File: config.mk
export PLATFORM = sky130hd
export DESIGN_NAME = gate_mux_arbiter
export DESIGN_NICKNAME = d
export VERILOG_FILES = /design/src/rtl/gate_mux_arbiter_pkg.sv /design/src/rtl/gate_mux_datapath.sv /design/src/rtl/gate_mux_arbiter.sv
export SDC_FILE = /design/constraint.sdc
export NUM_CORES = 1
export LEC_CHECK = 0
export BUFFER_PORTS_ARGS = -buffer_cell sky130_fd_sc_hd__buf_2
export CORE_AREA = 2 2 39 41
export CTS_CLUSTER_SIZE = 20
export DETAILED_ROUTE_END_ITERATION = 16
export DIE_AREA = 0 0 41 43
export GPL_ROUTABILITY_DRIVEN = 1
export PLACE_DENSITY_LB_ADDON = 0.3
export SETUP_SLACK_MARGIN = 0.2
export SYNTH_ARGS = -nofsm -noshare
export SYNTH_HDL_FRONTEND = slang
export SYNTH_HIERARCHICAL = 1
export SYNTH_SLANG_ARGS = --single-unit
File: constraint.sdc
create_clock -name clk -period 2.05 [get_ports clk]
set_input_delay 0.1025 -clock clk [delete_from_list [all_inputs] [get_ports clk]]
set_output_delay 0.1025 -clock clk [all_outputs]
set_load 0.01 [all_outputs]
File: src/rtl/gate_mux_arbiter_pkg.sv
// Shared encodings and the round-robin owner choice for the gate_mux_arbiter block.
// The AND path serves requester A and the NAND path serves requester B.
package gate_mux_arbiter_pkg;

    typedef enum logic [1:0] {
        ST_IDLE  = 2'd0,
        ST_GRANT = 2'd1,
        ST_DONE  = 2'd2
    } state_e;

    localparam logic SEL_AND  = 1'b0;
    localparam logic SEL_NAND = 1'b1;
    localparam logic OWNER_A  = 1'b0;
    localparam logic OWNER_B  = 1'b1;

    // On a tie the requester that was not served last wins.
    function automatic logic pick_owner(input logic req_a, input logic req_b, input logic last);
        if (req_a && req_b) begin
            return (last == OWNER_A) ? OWNER_B : OWNER_A;
        end
        return req_a ? OWNER_A : OWNER_B;
    endfunction

    function automatic logic owner_to_select(input logic owner);
        return (owner == OWNER_B) ? SEL_NAND : SEL_AND;
    endfunction

endpackage

File: src/rtl/gate_mux_datapath.sv
// Combinational AND/NAND pair with a 2:1 select, built entirely from NAND terms.
// Holds no state; the arbiter registers its operands, select and result.
module gate_mux_datapath #(
    parameter int WIDTH = 1
) (
    input  logic [WIDTH-1:0] a_x,
    input  logic [WIDTH-1:0] a_y,
    input  logic             select,
    output logic [WIDTH-1:0] s
);

    logic [WIDTH-1:0] sel_v;
    logic [WIDTH-1:0] sel_n;
    logic [WIDTH-1:0] nand_xy;
    logic [WIDTH-1:0] and_xy;
    logic [WIDTH-1:0] pick_and_n;
    logic [WIDTH-1:0] pick_nand_n;

    assign sel_v       = {WIDTH{select}};
    assign sel_n       = ~(sel_v & sel_v);
    assign nand_xy     = ~(a_x & a_y);
    assign and_xy      = ~(nand_xy & nand_xy);
    // NAND-NAND mux: s = select ? nand_xy : and_xy
    assign pick_and_n  = ~(and_xy & sel_n);
    assign pick_nand_n = ~(nand_xy & sel_v);
    assign s           = ~(pick_and_n & pick_nand_n);

endmodule

File: src/rtl/gate_mux_arbiter.sv
// Two-requester round-robin sequencer for the shared AND/NAND datapath:
// IDLE grants and captures operands, GRANT registers the result, DONE pulses the owner's ack.
module gate_mux_arbiter
    import gate_mux_arbiter_pkg::*;
#(
    parameter int WIDTH = 1
) (
    input  logic             clk,
    input  logic             reset,
    input  logic             req_a,
    input  logic [WIDTH-1:0] x_a,
    input  logic [WIDTH-1:0] y_a,
    input  logic             req_b,
    input  logic [WIDTH-1:0] x_b,
    input  logic [WIDTH-1:0] y_b,
    output logic             ack_a,
    output logic             ack_b,
    output logic [WIDTH-1:0] result,
    output logic             select,
    output logic             busy
);

    state_e           state_q, state_d;
    logic             owner_q, owner_d;
    logic             last_q, last_d;
    logic             select_q, select_d;
    logic [WIDTH-1:0] x_q, x_d;
    logic [WIDTH-1:0] y_q, y_d;
    logic [WIDTH-1:0] result_q, result_d;
    logic [WIDTH-1:0] s;
    logic             grant_now;
    logic             next_owner;

    gate_mux_datapath #(
        .WIDTH (WIDTH)
    ) u_datapath (
        .a_x    (x_q),
        .a_y    (y_q),
        .select (select_q),
        .s      (s)
    );

    // NOTE: sequential state uses non-blocking assignments so every flop samples pre-edge values.
    always_ff @(posedge clk) begin
        if (reset) begin
            state_q  <= ST_IDLE;
            owner_q  <= OWNER_A;
            last_q   <= OWNER_B;
            select_q <= SEL_AND;
            x_q      <= '0;
            y_q      <= '0;
            result_q <= '0;
        end else begin
            state_q  <= state_d;
            owner_q  <= owner_d;
            last_q   <= last_d;
            select_q <= select_d;
            x_q      <= x_d;
            y_q      <= y_d;
            result_q <= result_d;
        end
    end

    assign grant_now  = (state_q == ST_IDLE) && (req_a || req_b);
    assign next_owner = pick_owner(req_a, req_b, last_q);

    // NOTE: every always_comb output gets a default first so no path leaves it unassigned (no latch).
    always_comb begin
        state_d = state_q;
        case (state_q)
            ST_IDLE:  if (req_a || req_b) state_d = ST_GRANT;
            ST_GRANT: state_d = ST_DONE;
            ST_DONE:  state_d = ST_IDLE;
            default:  state_d = ST_IDLE;
        endcase
    end

    // Operand capture on grant; result capture at the end of GRANT. Everything else holds.
    always_comb begin
        owner_d  = owner_q;
        last_d   = last_q;
        select_d = select_q;
        x_d      = x_q;
        y_d      = y_q;
        result_d = result_q;
        if (grant_now) begin
            owner_d  = next_owner;
            last_d   = next_owner;
            select_d = owner_to_select(next_owner);
            x_d      = (next_owner == OWNER_B) ? x_b : x_a;
            y_d      = (next_owner == OWNER_B) ? y_b : y_a;
        end
        if (state_q == ST_GRANT) begin
            result_d = s;
        end
    end

    always_comb begin
        ack_a  = (state_q == ST_DONE) && (owner_q == OWNER_A);
        ack_b  = (state_q == ST_DONE) && (owner_q == OWNER_B);
        busy   = (state_q == ST_GRANT) || (state_q == ST_DONE);
        result = result_q;
        select = select_q;
    end

endmodule

==> out/results.ini, run 1 <==
[synth]
synth_top_area_cell=dfxtp_1
seq_area_frac_synth=0.373
yosys-top-cells-area=dfxtp_1, ha_1, nor2_1, mux2i_1, a311oi_1
synth_warnings=6
synth-seq-cells=7
synth_fp_nets=53
synthTopCellsByCount=dfxtp_1, nor2_1, ha_1
ys_async_sr_fraction=0
yosysMostFrequentCell=dfxtp_1
synthFlopType=dfxtp_1
ys_types=19
synth_enable_flop_cells=0
synth_top_area_share=0.373
netlist_area_um2=375
synthCells=41
syn_avg_cell_area_um2=9.16

[global_routing]
grt_pass1_vias=241
grt_first_pass_wirelength_mm=1.03
antenna_found_initial=0
gr-total-overflow=0
grtUsageMet2=0.125
grt_usage=0.0974
met3_usage=0.0785
met1_usage=0.106
grt_busiest_layer=met2
grt_max_degree=8

[clock_network]
cts_tree=yes
cts.sinks=7
post-cts-setup-buffers=0
cts_made_buffers=3
h-tree-depth=1
clk_pin_slew_ns=0.06
clockBufferDepth=2
cts-resized-gates=0
clk_latency_ns=0.25
cts_hold_buf=0
cts_root_buffer=clkbuf_4

[run_status]
outcome=completed

[hold_path]
hold_path_depth=2
hold_path_startpoint=reset
whs_endpoint=x_q
worstHoldPathType=input port to register

[power]
peakVddDrop_mv=0.246
p_per_area_mw_per_mm2=776
p_leak_nw=0.225

[timing]
min_period_over_period=0.629
timing.final.crit_period_ns=1.29
tightest_slew_ns=0.222
max-slew-margin-rel=0.852
final.setup.tns_ns=0
rsz0062_at_grt=false
finalSetupViolCount=0
hold-worst-slack_ns=0.113
hold_viol=0
drv_slew=0
fmax_mhz=776
worst_slack_ns=0.761
finClkSkew_ns=0.00467

[place]
routabilityCongestion=0.720
dp_hpwl_um=539
portBuffers=12
pre_cts_slack_ns=0.797
post_dp_cell_area_um2=455

[die]
dieArea_mm2=0.00176
core_mm2=0.00138
ios=13
die-width_um=41
die_h_um=43
start_util=0.271
num_rows=14

[detailed_routing]
post_drt_wl_per_cell_um=9.18
drc=0
wl_um=670
vias=326
ant_nets=0
dr.pass1.iters=4
drt_iter0_drc=6
via_per_inst=4.47

[setup_path]
critPathSlowestCell=dfxtp_1
cp_max_fo=4
critPathMaxStageDelay_ns=0.38
reg2reg_slack_ns=0.80
path_cells=inv_1 > ha_1 > and2_1 > buf_2
critPathRequiredTime_ns=1.95
cp.arrival_ns=1.19
cp-end-kind=output port
rr_startpoint=state_q[0]
cp-start-kind=register
r2r-end=state_q[1]
reg2regPathDepth=5
critPathKind=register to output port

[final_layout]
antennaDiodeCount=0
layout-drive-gt1-share=0.298
finalNetCount=70
syn2layout_area_growth_pct=28.3
fin_area_um2=482

[run]
cap_viol_max_count=0

-- worst max-delay path: cells and delay by family, from the launching register on --
family,cells,cell delay (ns)
buf+inv,2,0.21
fa+ha+maj,1,0.20
simple gates,1,0.14
flops,1,0.38
-- placed cells by master, fill, tap and decap left out --
| master | count |
|---|---|
| o21bai_1 | 1 |
| nand3_1 | 2 |
| and3_2 | 1 |
| nor3b_1 | 2 |
| ha_1 | 4 |
| a311oi_1 | 2 |
| xnor2_1 | 1 |
| nand2b_1 | 1 |
| nand2_1 | 1 |
| o21a_4 | 1 |
| clkbuf_4 | 3 |
| nor2_1 | 6 |
| and2_1 | 1 |
| dfxtp_1 | 7 |
| nor3_1 | 2 |
| inv_1 | 3 |
| o21ai_0 | 2 |
| and2b_1 | 1 |
| mux2i_1 | 2 |
| buf_2 | 12 |
| clkbuf_1 | 1 |
| nor2b_1 | 1 |
-- how the worst max path moves through the flow --
stage	startpoint	endpoint	slack [ns]	cells after the start
floorplan	state_q[0]	state_q[1]	0.90	5
global placement	state_q[1]	state_q[1]	0.83	5
detailed placement	state_q[0]	state_q[1]	0.80	5
CTS	state_q[0]	ack_b	0.75	4
global route	state_q[0]	ack_b	0.65	4
finish	state_q[0]	ack_b	0.76	4
-- flip-flops by register name (all words and copies together), names as in the netlist --
signal	flops
result	1
x_q	1
y_q	1
owner_q	1
state_q	2
last_q	1
-- area by class of cell --
cell class / instances / area [um2]
fill: 158 / 902
clock buffer: 4 / 26.3
inverter: 3 / 11.3
multi-input combinational: 31 / 224
sequential: 7 / 140
timing repair buffer: 12 / 60.1
tap: 16 / 20.0
-- routing by layer --
layer  vias up  routed length (um)
met5         -                   0
met4         0                  14
met3         2                  35
met2         8                 300
met1       143                 320
li1        173                   -
-- stage by stage --
stage | std cells | total power (W) | util
floorplan | 41 | 0.000221 | -
global placement | 69 | 0.000250 | 0.329
detailed placement | 69 | 0.000250 | 0.329
CTS | 73 | 0.000381 | 0.348
global route | 73 | 0.000405 | 0.348
finish | 73 | 0.000374 | 0.348
-- where the power goes --
part / internal, W / leakage [nW] / switching (W)
logic: 0.0000426 / 0.152 / 0.0000413
registers: 0.000151 / 0.0579 / 0.0000105
clock network: 0.0000745 / 0.0150 / 0.0000538
-- logic make-up (layout without fill, tap and decap cells) --
group                    after synthesis  after routing  synth area share
AND/OR/NAND/NOR                       18             18             0.253
adder cells (fa/ha/maj)                4              4             0.133
flip-flops                             7              7             0.373
buffers and inverters                  3             19            0.0300
multiplexers                           2              2            0.0533
XOR/XNOR                               1              1            0.0233
AO/OA/AOI/OAI                          6              6             0.133
Note: power is estimated with default switching activity, not from simulation.
==> inputs of run 2 (changes only) <==
- clock period: 2.05 -> 1.35 ns (I/O delays scaled with it)
==> out/results.ini, run 2 (same netlist as run 1, synthesis figures left out) <==
[setup_path]
cp_max_fo=2
cp-end-kind=output port
cp-start-kind=register
reg2reg_slack_ns=0.25
crit_start=state_q[0]
rr_startpoint=state_q[1]
crit_path_end=ack_b
cp.arrival_ns=1.05
r2r-end=state_q[1]
critPathRequiredTime_ns=1.28
reg2regPathDepth=5
critPathKind=register to output port

[final_layout]
syn2layout_area_growth_pct=43.7
largest_register_ffs=2
layout-drive-gt1-share=0.448
finalNetCount=71
regMostFlops=state_q
utilization=0.390
fin_area_um2=539
final-instance-count-excl-fill=74
final_cell_mix=buf_2, nor2_1, dfxtp_1
antennaDiodeCount=0
final_common_cell=buf_2

[detailed_routing]
wl_met2_um=377
via_per_inst=4.58
post_drt_wl_per_cell_um=10.4
top_layer=met4
wl_met3_um=34
drc=0
drt_iter0_drc=5
dr.pass1.iters=4
ant_nets=0
wl_um=767
vias=339
wl_met1_um=330

[global_routing]
antenna_found_initial=0
grt_max_degree=8
grt_first_pass_wirelength_mm=1.10
grt_pass1_vias=265
gr-total-overflow=0
grt_usage=0.100

[place]
routabilityCongestion=0.728
dp_hpwl_um=584
dpl.cell_count=69
portBuffers=12
post_dp_cell_area_um2=460

[timing]
max-slew-margin-rel=0.866
min_period_over_period=0.830
rsz0062_at_grt=true
drv_slew=0
hold_viol=0
finalSetupViolCount=0
finClkSkew_ns=0.00132
final.setup.tns_ns=0
tightest_slew_ns=0.199
fmax_mhz=892
timing.final.crit_period_ns=1.12

[clock_network]
cts_made_buffers=3
clockBufferDepth=2
h-tree-depth=1
clk_pin_slew_ns=0.05
cts_root_buffer=clkbuf_4
cts_tree=yes
clk_latency_ns=0.25
cts.sinks=7

[power]
total_power_w=0.000599
peakVddDrop_mv=0.372
p_per_area_mw_per_mm2=1110
p_leak_nw=0.238

[die]
die-width_um=41
ios=13
start_util=0.271
dieArea_mm2=0.00176
core_mm2=0.00138
num_rows=14
die_h_um=43

[run]
cap_viol_max_count=0

[hold_path]
worstHoldPathType=input port to register

[run_status]
outcome=completed

## run 2: area by class of cell
class / count / area (um2)
Fill cell: 150 / 845
Multi-Input combinational cell: 31 / 256
Sequential cell: 7 / 143
Timing Repair Buffer: 13 / 80.1
Clock buffer: 4 / 26.3
Tap cell: 16 / 20.0
Inverter: 3 / 13.8
## run 2: worst min path at each step
stage,end,from,cells past startpoint,slack (ns)
finish,state_q[1],reset,2,0.07
global placement,result,reset,2,0.34
detailed placement,x_q,reset,2,0.34
global route,state_q[1],reset,2,0.07
CTS,state_q[1],reset,2,0.07
floorplan,x_q,reset,1,0.14
## run 2: power breakdown
part           internal, W  total, W  switching, W
clock network     0.000113  0.000189     0.0000762
registers         0.000231  0.000250     0.0000184
logic            0.0000871  0.000160     0.0000732
total             0.000431  0.000599      0.000168
## run 2: per-layer routing
metal,up-vias,global-route usage
met3,4,0.0628
met1,153,0.0990
met5,-,0
met2,8,0.141
li1,174,-
met4,0,0.0800
## run 2: what timing repair did
item,4_1_cts,5_1_grt
hold buffers,0,0
buffers inserted,1,0
pin swaps,0,0
gates resized for setup,6,6
endpoints found under the setup margin,6,7
## run 2: metrics by stage
| step | setup WS, ns | hold WS, ns |
|---|---|---|
| after CTS | 0.203 | 0.0673 |
| after floorplan | 0.254 | 0.140 |
| after global routing | 0.189 | 0.0670 |
| final | 0.230 | 0.0660 |
| after detailed placement | 0.162 | 0.344 |
| after global placement | 0.197 | 0.343 |
## run 2: worst max-delay path, cell delays in order (launching register included)
cell	delay [ns]
dfxtp_2	0.35
inv_4	0.05
ha_4	0.15
and2_4	0.15
buf_6	0.11
==> inputs of run 3 (changes only) <==
- clock period: 1.35 -> 1.1 ns (I/O delays scaled with it)
==> out/results.ini, run 3 (same netlist as run 1, synthesis figures left out) <==
[run_status]
outcome=finished, violations left
violations=setup timing

[clock_network]
cts_made_buffers=3
cts.sinks=7
h-tree-depth=1
clockBufferDepth=2
cts_tree=yes
clk_latency_ns=0.25
clk_pin_slew_ns=0.05
cts_root_buffer=clkbuf_4

[setup_path]
cp-end-kind=register
r2r-end=state_q[1]
cp-start-kind=register
critPathKind=register to register
cp.arrival_ns=1.25
path_cells=inv_4 > ha_4 > nor3b_4 > mux2i_1 > nor2_1
critPathRequiredTime_ns=1.24
reg2regPathDepth=5
reg2reg_slack_ns=-0.01
critPathSlowestCell=dfxtp_4
critPathMaxStageDelay_ns=0.36
cp_max_fo=3
rr_startpoint=state_q[1]

[global_routing]
antenna_found_initial=0
gr-total-overflow=0
grt_pass1_vias=330
grt_first_pass_wirelength_mm=1.37
grt_max_degree=8
grt_usage=0.122

[timing]
finalSetupViolCount=1
finClkSkew_ns=0.00236
fmax_mhz=901
min_period_over_period=1.01
rsz0062_at_grt=true
max-slew-margin-rel=0.865
timing.final.crit_period_ns=1.11
hold_viol=0
worst_slack_ns=-0.0104
final.setup.tns_ns=-0.0104
drv_slew=0
tightest_slew_ns=0.201
hold-worst-slack_ns=0.0603

[final_layout]
largest_register_ffs=2
finalNetCount=73
utilization=0.434
fin_area_um2=601
final_common_cell=buf_2
syn2layout_area_growth_pct=60.0
fill_cells=144
layout-drive-gt1-share=0.517
antennaDiodeCount=0
final_cell_mix=buf_2, nor2_1, dfxtp_1, buf_6
regMostFlops=state_q

[place]
dp_hpwl_um=576
portBuffers=12
post_dp_cell_area_um2=483
routabilityCongestion=0.698

[detailed_routing]
ant_nets=0
dr.pass1.iters=2
post_drt_wl_per_cell_um=10.5
drc=0
drt_iter0_drc=2
via_per_inst=4.46
wl_um=799
vias=339

[hold_path]
whs_endpoint=result
hold_path_depth=2
hold_path_startpoint=reset
worstHoldPathType=input port to register

[die]
die_h_um=43
die-width_um=41
dieArea_mm2=0.00176
core_mm2=0.00138
ios=13
start_util=0.271
num_rows=14

[power]
p_leak_nw=0.253
peakVddDrop_mv=0.852
p_per_area_mw_per_mm2=1290
total_power_w=0.000773

[run]
cap_viol_max_count=0

## run 3: layer usage
layer | track usage | up-vias | share of wire
li1 | - | 179 | -
met4 | 0.0400 | 0 | 0.0075
met5 | 0 | - | 0
met3 | 0.0942 | 2 | 0.079
met2 | 0.178 | 8 | 0.52
met1 | 0.129 | 150 | 0.40
## run 3: worst max-delay path by stage
stage / slack [ns] / cells after the start / from / end
floorplan: 0.07 / 5 / state_q[1] / state_q[1]
global placement: 0.02 / 5 / state_q[1] / state_q[1]
detailed placement: 0.008 / 5 / state_q[1] / state_q[1]
CTS: -0.02 / 4 / state_q[0] / ack_b
global route: -0.08 / 5 / state_q[1] / state_q[1]
finish: -0.01 / 5 / state_q[1] / state_q[1]
## run 3: timing repair
| action | CTS | global route |
|---|---|---|
| endpoints found under the setup margin | 9 | 11 |
| setup buffers | 1 | 1 |
| gates resized for setup | 11 | 6 |
| pin swaps | 3 | 3 |
| hold buffers | 0 | 0 |
## run 3: power breakdown
| part | internal [W] | switching, W |
|---|---|---|
| clock | 0.000138 | 0.0000914 |
| combinational | 0.000133 | 0.000100 |
| sequential | 0.000284 | 0.0000254 |
| total | 0.000555 | 0.000217 |
## run 3: through the flow
step,std cells,setup WS [ns]
5_1_grt,76,-0.0822
2_1_floorplan,41,0.0675
3_5_place_dp,70,0.00820
4_1_cts,75,-0.0171
3_3_place_gp,70,0.0205
6_report,76,-0.0104
## run 3: cell type report
| cell class | instances | area [um2] | area share |
|---|---|---|---|
| clock buffers | 4 | 26.3 | 0.0438 |
| inverters | 3 | 16.3 | 0.0271 |
| multi-input cells | 31 | 287 | 0.477 |
| flip-flops and latches | 7 | 146 | 0.244 |
| well taps | 16 | 20.0 | 0.0333 |
| repair buffers | 15 | 105 | 0.175 |
## run 3: critical path: cells and delay by family, from the launching register on
| kind | cells | cell delay [ns] |
|---|---|---|
| flops | 1 | 0.36 |
| simple gates | 2 | 0.23 |
| mux | 1 | 0.20 |
| fa+ha+maj | 1 | 0.13 |
| buf+inv | 1 | 0.07 |
